===== src/rtl/fir_out_pkg.sv =====
// fir_out_pkg: shared widths, sample types and the round/shift/saturate helper for the FIR output stage
package fir_out_pkg;
    localparam int IN_W  = 32;
    localparam int OUT_W = 16;
    typedef logic signed [IN_W-1:0]  sample_in_t;
    typedef logic signed [OUT_W-1:0] sample_out_t;
    localparam int SAT_MAX = 32767;
    localparam int SAT_MIN = -32768;
    // one guard bit keeps the rounding add from wrapping near full scale
    function automatic sample_out_t round_sat(input sample_in_t in, input int shift);
        logic signed [IN_W:0] ext, rnd;
        ext = {in[IN_W-1], in};
        rnd = (IN_W+1)'(1) << (shift - 1);
        ext = (ext + rnd) >>> shift;
        return ext > (IN_W+1)'(SAT_MAX) ? sample_out_t'(SAT_MAX) :
               ext < (IN_W+1)'(SAT_MIN) ? sample_out_t'(SAT_MIN) : sample_out_t'(ext);
    endfunction
endpackage


===== src/rtl/fir_output_decimator_sync_fifo.sv =====
// sync_fifo: show-ahead synchronous FIFO
// ports: clk, reset (async, active-high), push/din, pop, dout = head entry, level/full/empty status
module sync_fifo #(
    parameter int W     = 16,
    parameter int DEPTH = 4
) (
    input  logic                   clk,
    input  logic                   reset,
    input  logic                   push,
    input  logic                   pop,
    input  logic [W-1:0]           din,
    output logic [W-1:0]           dout,
    output logic [$clog2(DEPTH):0] level,
    output logic                   full,
    output logic                   empty
);
    localparam int AW = $clog2(DEPTH);
    logic [W-1:0]  mem [DEPTH];
    logic [AW-1:0] wr_ptr, rd_ptr;
    logic          do_push, do_pop;
    assign do_pop  = pop && !empty;
    assign do_push = push && (!full || do_pop);
    assign full    = level == (AW+1)'(DEPTH);
    assign empty   = level == '0;
    assign dout    = mem[rd_ptr];
    always_ff @(posedge clk or posedge reset)
        if (reset) begin
            wr_ptr <= '0;
            rd_ptr <= '0;
            level  <= '0;
        end else begin
            wr_ptr <= wr_ptr + AW'(do_push);
            rd_ptr <= rd_ptr + AW'(do_pop);
            level  <= level + (AW+1)'(do_push) - (AW+1)'(do_pop);
        end
    always_ff @(posedge clk)
        if (do_push) mem[wr_ptr] <= din;
endmodule


===== src/rtl/fir_output_decimator.sv =====
// fir_output_decimator: keeps every DECIM-th filter sample, rounds/saturates to OUT_W, buffers it for a valid/ready sink
// ports: clk, reset (async, active-high); in_valid/in_data from the filter; out_valid/out_ready/out_data to the sink;
//        fifo_level, sticky overflow and saturating drop_count, cleared by clr_overflow
module fir_output_decimator #(
    parameter int IN_W       = 32,
    parameter int OUT_W      = 16,
    parameter int SHIFT      = 15,
    parameter int DECIM      = 4,
    parameter int FIFO_DEPTH = 4
) (
    input  logic                          clk,
    input  logic                          reset,
    input  logic                          in_valid,
    input  logic signed [IN_W-1:0]        in_data,
    output logic                          out_valid,
    input  logic                          out_ready,
    output logic signed [OUT_W-1:0]       out_data,
    output logic [$clog2(FIFO_DEPTH):0]   fifo_level,
    output logic                          overflow,
    input  logic                          clr_overflow,
    output logic [7:0]                    drop_count
);
    import fir_out_pkg::*;
    localparam int PW = $clog2(DECIM + 1);
    logic [PW-1:0]           phase;
    logic                    keep, stage_valid, full, empty, pop, push, drop;
    logic signed [OUT_W-1:0] stage_data, head, last;
    assign keep      = in_valid && phase == '0;
    assign pop       = !empty && out_ready;
    assign push      = stage_valid && (!full || pop);
    assign drop      = stage_valid && full && !pop;
    assign out_valid = !empty;
    // an empty FIFO keeps presenting the last head rather than stale storage
    assign out_data  = empty ? last : head;
    always_ff @(posedge clk or posedge reset)
        if (reset) begin
            phase       <= '0;
            stage_valid <= 1'b0;
            stage_data  <= '0;
            last        <= '0;
            overflow    <= 1'b0;
            drop_count  <= '0;
        end else begin
            if (in_valid) phase <= phase == PW'(DECIM - 1) ? '0 : phase + 1'b1;
            stage_valid <= keep;
            if (keep) stage_data <= round_sat(in_data, SHIFT);
            if (!empty) last <= head;
            // a drop in the clearing cycle still counts as a fresh first drop
            if (drop) begin
                overflow   <= 1'b1;
                drop_count <= clr_overflow ? 8'd1 : drop_count + {7'd0, drop_count != 8'hFF};
            end else if (clr_overflow) begin
                overflow   <= 1'b0;
                drop_count <= '0;
            end
        end
    sync_fifo #(.W(OUT_W), .DEPTH(FIFO_DEPTH)) u_fifo (
        .clk  (clk),
        .reset(reset),
        .push (push),
        .pop  (pop),
        .din  (stage_data),
        .dout (head),
        .level(fifo_level),
        .full (full),
        .empty(empty)
    );
endmodule


===== config.mk =====
export PLATFORM = sky130hd
export DESIGN_NAME = fir_output_decimator
export DESIGN_NICKNAME = d
export VERILOG_FILES = /design/src/rtl/fir_out_pkg.sv /design/src/rtl/fir_output_decimator_sync_fifo.sv /design/src/rtl/fir_output_decimator.sv
export SDC_FILE = /design/constraint.sdc
export NUM_CORES = 1
export LEC_CHECK = 0
export CAP_MARGIN = 20
export CORE_MARGIN = 3
export CORE_UTILIZATION = 59
export DETAILED_ROUTE_END_ITERATION = 7
export PLACE_DENSITY = 0.85
export SETUP_SLACK_MARGIN = 0.15
export SLEW_MARGIN = 10
export SYNTH_ARGS = -nofsm -noshare
export SYNTH_HDL_FRONTEND = slang
export SYNTH_SLANG_ARGS = --single-unit

===== constraint.sdc =====
create_clock -name clk -period 6.8 [get_ports clk]
set_input_delay 1.36 -clock clk [delete_from_list [all_inputs] [get_ports clk]]
set_output_delay 1.36 -clock clk [all_outputs]
set_load 0.01 [all_outputs]

Yosys cells after proc, flatten, opt, wreduce, memory -nomap -nowiden. Memories as Yosys holds them, arrays and structs flattened. Index checks and enable logic that the tools add are counted.

Register bits: 52. Bits in latches: 0. Memory bits (writable): 64. Memory bits (read-only): 0. Input bits: 37. Output and inout port bits: 29. Word-level logic and storage cells: 48. Memories: 1.

Memories: u_fifo.mem (depth 4, width 16, rd ports 1, clocked after Yosys merged registers in 0, wr ports 1, line fir_output_decimator_sync_fifo.sv:18) `logic [W-1:0] mem [DEPTH];`.

$add $sub $neg: 7. Multiply operators: 0. Divide/modulo/power cells: 0. Magnitude comparators: 2. Eq/ne operators: 3. Shift operators: 0. Mux-type cells: 11. Bitwise logic cells: 0. Reduce and logical (&&, ||, !) cells: 15.

Operators by type and width (count): $mux W16 (3); $add A32 B16 Y33 const B (1); $mux W8 (3); $gt A18 B16 Y1 const B (1); $lt A18 B16 Y1 const B (1); $add A8 B1 Y8 (1); $ne A8 B8 Y1 const B (1); $logic_and A1 B1 Y1 (7); $logic_not A3 Y1 (2); $add A2 B1 Y2 (2); $mux W1 (4); $add A3 B1 Y3 (1); $add A3 B1 Y3 const B (1); $eq A3 B2 Y1 const B (1); $eq A3 B3 Y1 const B (1); $logic_not A1 Y1 (3); $mux W3 (1); $sub A3 B1 Y3 (1); $logic_or A1 B1 Y1 (2); $reduce_bool A2 Y1 (1).

Depth between registers and ports, before layout.
Depth in word-level cells: 8. Gate-level depth with buffers: 9.

By module. From an unflattened synthesis, not the netlist that was laid out.

Cell total of the unflattened synthesis: 324. Area, all modules: 5039.8 µm².

By module, submodules not included: sync_fifo (instances 1, cells an instance 116, area each 2737.6 µm², sequential area each 2097.0 µm²); fir_output_decimator (instances 1, cells an instance 208, area each 2302.2 µm², sequential area each 1126.1 µm²).

Least setup slack after synthesis. Ideal clock, no wire load.

Path type: in2reg. Start point: input port out_ready. End point: memory u_fifo.mem[0][0] (enable). Setup time: 0.413 ns. Data arrival time: 2.950 ns. Path slack: 3.437 ns. Stages on the path: 3. Path through: nor4b_1 -> nor2b_1 -> nor3b_1.

Cells in the longest elaborated chain, start to end: 6. Elaborated cells on any way between the ends: 8. Classes of those cells: 2 x mux; 6 x reduce/logical.

RTL lines: from (decl) (line fir_output_decimator.sv:16) `input logic out_ready,`; $logic_and A1 B1 Y1 (*) (line fir_output_decimator.sv:29) `assign pop = !empty && out_ready;`; $logic_or A1 B1 Y1 / $logic_and A1 B1 Y1 (equally long branches) (line fir_output_decimator.sv:30, fir_output_decimator_sync_fifo.sv:21); $logic_and A1 B1 Y1 / $logic_or A1 B1 Y1 (equally long branches) (line fir_output_decimator.sv:30, fir_output_decimator_sync_fifo.sv:22); $logic_and A1 B1 Y1 (*) (line fir_output_decimator_sync_fifo.sv:22) `assign do_push = push && (!full || do_pop);`; $mux W1 (*) (line fir_output_decimator_sync_fifo.sv:37) `if (do_push) mem[wr_ptr] <= din;`; $mux W1 (implied by the code) (*) (line fir_output_decimator_sync_fifo.sv:37); to (decl) (line fir_output_decimator_sync_fifo.sv:18).

Every way passes the cells marked *; elsewhere a longest branch is shown, timed or not.

Worst setup path after layout.
Start point: register u_fifo.rd_ptr[0]. End point: output port out_data[11].

Cells in the longest elaborated chain, start to end: 2.

RTL lines: from (decl) (line fir_output_decimator_sync_fifo.sv:19) `logic [AW-1:0] wr_ptr, rd_ptr;`; from (signal assigned) (line fir_output_decimator_sync_fifo.sv:33) `rd_ptr <= rd_ptr + AW'(do_pop);`; $mem_v2 Z4 W16; $mux W16; to (decl) (line fir_output_decimator.sv:17) `output logic signed [OUT_W-1:0] out_data,`.

No other way between the ends.

==> key figures <==
Pwr
  – Internal power: 2.01 mW
  – Leak Pwr: 2.40 nW
  – Psw: 789 uW
  – Switch share: 28.1%
  – Comb pwr share: 26.7%
  – Worst VDD drop: 0.220 mV
  – Power share of the clock group: 32.9%
  – Power Dens Cells: 450 nW/um2
  – Seq pwr share: 40.4%

Setup path
  – Worst path required time: 5.44 ns
  – CP max stage delay: 0.56 ns
  – Crit Path Category: register to output pin
  – Crit-path max FO: 14
  – Reg2Reg Depth: 9
  – Crit path cell chain: buf_16, mux4_2, mux2_2, clkdlybuf4s50_1
  – Worst r2r src: u_fifo.level[1]
  – Setup crit start kind: register
  – Critical path startpoint: u_fifo.rd_ptr[0]
  – Critical-path top delay cell: dfrtp_1
  – Critical path capture point type: output pin
  – Arr. time, crit path: 2.60 ns

Drt
  – Via/cell ratio: 5.77
  – DRC: 0
  – Initial drt markers: 123
  – Post-DR wirelength/cell: 19.9 um
  – DR pass1 iterations: 5
  – Routed wire length: 9870 um
  – Via count: 2,870
  – Detail Route Antenna Nets: 0

Outcome
  – Status: completed

Yosys
  – Cells after Synth: 316
  – Top FF cell, synth: edfxtp_1
  – Post-synth ARST share: 44.8%
  – Post-synth cell types: 45
  – Syn Nets: 363
  – Post-synth EDFFs: 64
  – Sequential-to-total area share from yosys stat: 65.3%
  – Syn_area_per_cell: 15.6 um2
  – Mapped Area: 4940 um2
  – Area leader, netlist: edfxtp_1
  – Top-area cell type share of the netlist area: 38.9%
  – Ranking of synthesized cells by area: edfxtp_1 39%, dfrtp_1 26%, mux4_2 7.3%
  – Synth Register Bits: 116
  – Synth warn: 0

Timing
  – RSZ-0062 raised after global routing: false
  – Minimum clock period: 3.96 ns
  – Fin crit share: 58.3%
  – Slew margin rel.: 42.1%
  – Hold Vio Cnt, Final: 0
  – Final setup viols: 0
  – Setup WS post-layout: 2.84 ns
  – Pins Over Slew Limit: 0
  – Hold slack: 0.493 ns
  – Skew final: 0.00879 ns
  – Max Fclk: 0.252 GHz
  – Setup TNS Final: 0 ns
  – Tightest Pin Transition: 0.869 ns

Finish
  – Nets: 429
  – Layout area overhead: 26.1%
  – Fin cells: 497
  – Final Util: 78.5%
  – Antenna diodes: 0
  – Share of layout cells above drive strength 1: 22.3%

Clock tree
  – CTS tree: built
  – Reg clk slew, reported paths: 0.06 ns
  – Clock root cell: clkbuf_8
  – Num CTS Buffers: 17
  – CTS sink cnt: 116
  – Post-CTS setup buffer count: 0
  – Post-CTS sizing: 0
  – Clk buf depth: 2
  – H-tree depth: 4
  – Hold Buf Count CTS: 0
  – Clk_lat worst skew: 0.51 ns

Placement
  – GPL Wtd Cong: 0.824
  – Dpl cells: 463
  – Setup slack after placement: 2.98 ns
  – Port bufs: 51
  – Hpwl dp: 5550 um

Floorplan
  – # rows: 32
  – Die Span Y: 97.5 um
  – Total core area: 7930 um2
  – Die width: 97.5 um
  – Starting Density: 62.3%
  – Top Ports: 66
  – Die area: 9500 um2

Global routing
  – GRT Util Overall: 21.9%
  – First-pass GRT wire length: 16,000 um
  – Grt ovf: 0
  – Initial antenna violation count: 0
  – Vias in the first global route: 3,072
  – Largest net degree at the start of global routing: 53

Worst hold path
  – Worst hold stages: 1
  – Hold Path Class: register to register
  – Start point of the worst hold path: last[0]

Flow run
  – Max cap viols: 0
-- stage by stage --
step / area, um2 / total power [mW]
2_1_floorplan: 4940 / 1.53
3_3_place_gp: 5550 / 1.80
3_5_place_dp: 5550 / 1.84
4_1_cts: 6180 / 2.79
5_1_grt: 6230 / 2.93
6_report: 6230 / 2.80
-- layout make-up --
class | count | area (um2)
clock buffers | 25 | 538
clock inverters | 7 | 87.6
fillers | 429 | 1700
inverters | 13 | 48.8
multi-input cells | 178 | 1620
flip-flops and latches | 116 | 3220
well taps | 102 | 128
repair buffers | 56 | 581
-- routing by layer --
layer  wire length [um]  global-route usage (%)  vias up
met4                163                    9.05        0
met2               5210                    36.3      112
li1                   -                       -     1315
met1               3940                    27.4     1426
met3                567                    5.74       17
met5                  0                       0        -
-- cell families (layout without fill, tap and decap cells) --
family / count (synthesis) / after routing / synth area share, %
buffers and inverters: 22 / 101 / 2.03
adders and majority gates: 10 / 10 / 2.69
xor gates and xnor gates: 24 / 24 / 4.26
and+or+nand+nor: 85 / 85 / 9.53
DFF: 116 / 116 / 65.3
muxes: 33 / 33 / 11.1
AOI/OAI and AO/OA: 26 / 26 / 5.09
-- layout by cell type, fill, tap and decap left out, types with 6 or more instances in the layout --
cell type        netlist  routed
clkbuf_16              0      19
clkdlybuf4s50_1        0      51
dfrtp_1               52      52
edfxtp_1              64      64
ha_1                   9       9
inv_1                 13      12
mux2_2                16      16
mux4_2                16      16
nand2_1               32      32
nand3_1                8       8
nor2_1                12      12
nor3_1                 6       6
o211ai_2              10      10
xnor2_1               12      12
xor2_1                12      12
-- critical path, delay by kind of cell (launching register included) --
| family | cells | cell delay (ns) |
|---|---|---|
| flip-flops | 1 | 0.56 |
| buffers and inverters | 2 | 0.71 |
| multiplexers | 2 | 0.82 |
-- power by group through the flow --
stage	sequential (mW)	clock (mW)	combinational (mW)
floorplan	1.06	0	0.467
CTS	1.15	0.923	0.712
global route	1.16	0.962	0.811
global placement	1.13	0	0.664
finish	1.13	0.922	0.749
detailed placement	1.16	0	0.683
-- sequential cells by signal, summed over array words and instances (netlist names) --
signal and count:
drop_count 8, last 16, overflow 1, phase 3, stage_data 16, stage_valid 1
u_fifo.level 3, u_fifo.mem 64, u_fifo.rd_ptr 2, u_fifo.wr_ptr 2
-- worst paths after layout --
check / to / slack, ns
max: out_data[11] / 2.84
min: last[0] / 0.49
max reg2reg: u_fifo.level[2] / 4.55
min reg2reg: last[0] / 0.49
max in group asynchronous: last[9] / 5.02
min in group asynchronous: stage_data[14] / 1.23
-- cells in the mapped netlist, types with 2 or more instances --
| library cell | instances |
|---|---|
| a21oi_1 | 2 |
| and3_1 | 3 |
| buf_2 | 2 |
| buf_6 | 2 |
| clkbuf_1 | 5 |
| dfrtp_1 | 52 |
| edfxtp_1 | 64 |
| ha_1 | 9 |
| inv_1 | 13 |
| mux2_2 | 16 |
| mux4_2 | 16 |
| nand2_1 | 32 |
| nand3_1 | 8 |
| nand3b_1 | 2 |
| nand4_1 | 4 |
| nand4_2 | 2 |
| nor2_1 | 12 |
| nor2b_1 | 2 |
| nor3_1 | 6 |
| nor3b_1 | 2 |
| o211ai_1 | 4 |
| o211ai_2 | 10 |
| o21ai_0 | 4 |
| xnor2_1 | 12 |
| xor2_1 | 12 |
Note: power is estimated with default switching activity, not from simulation.
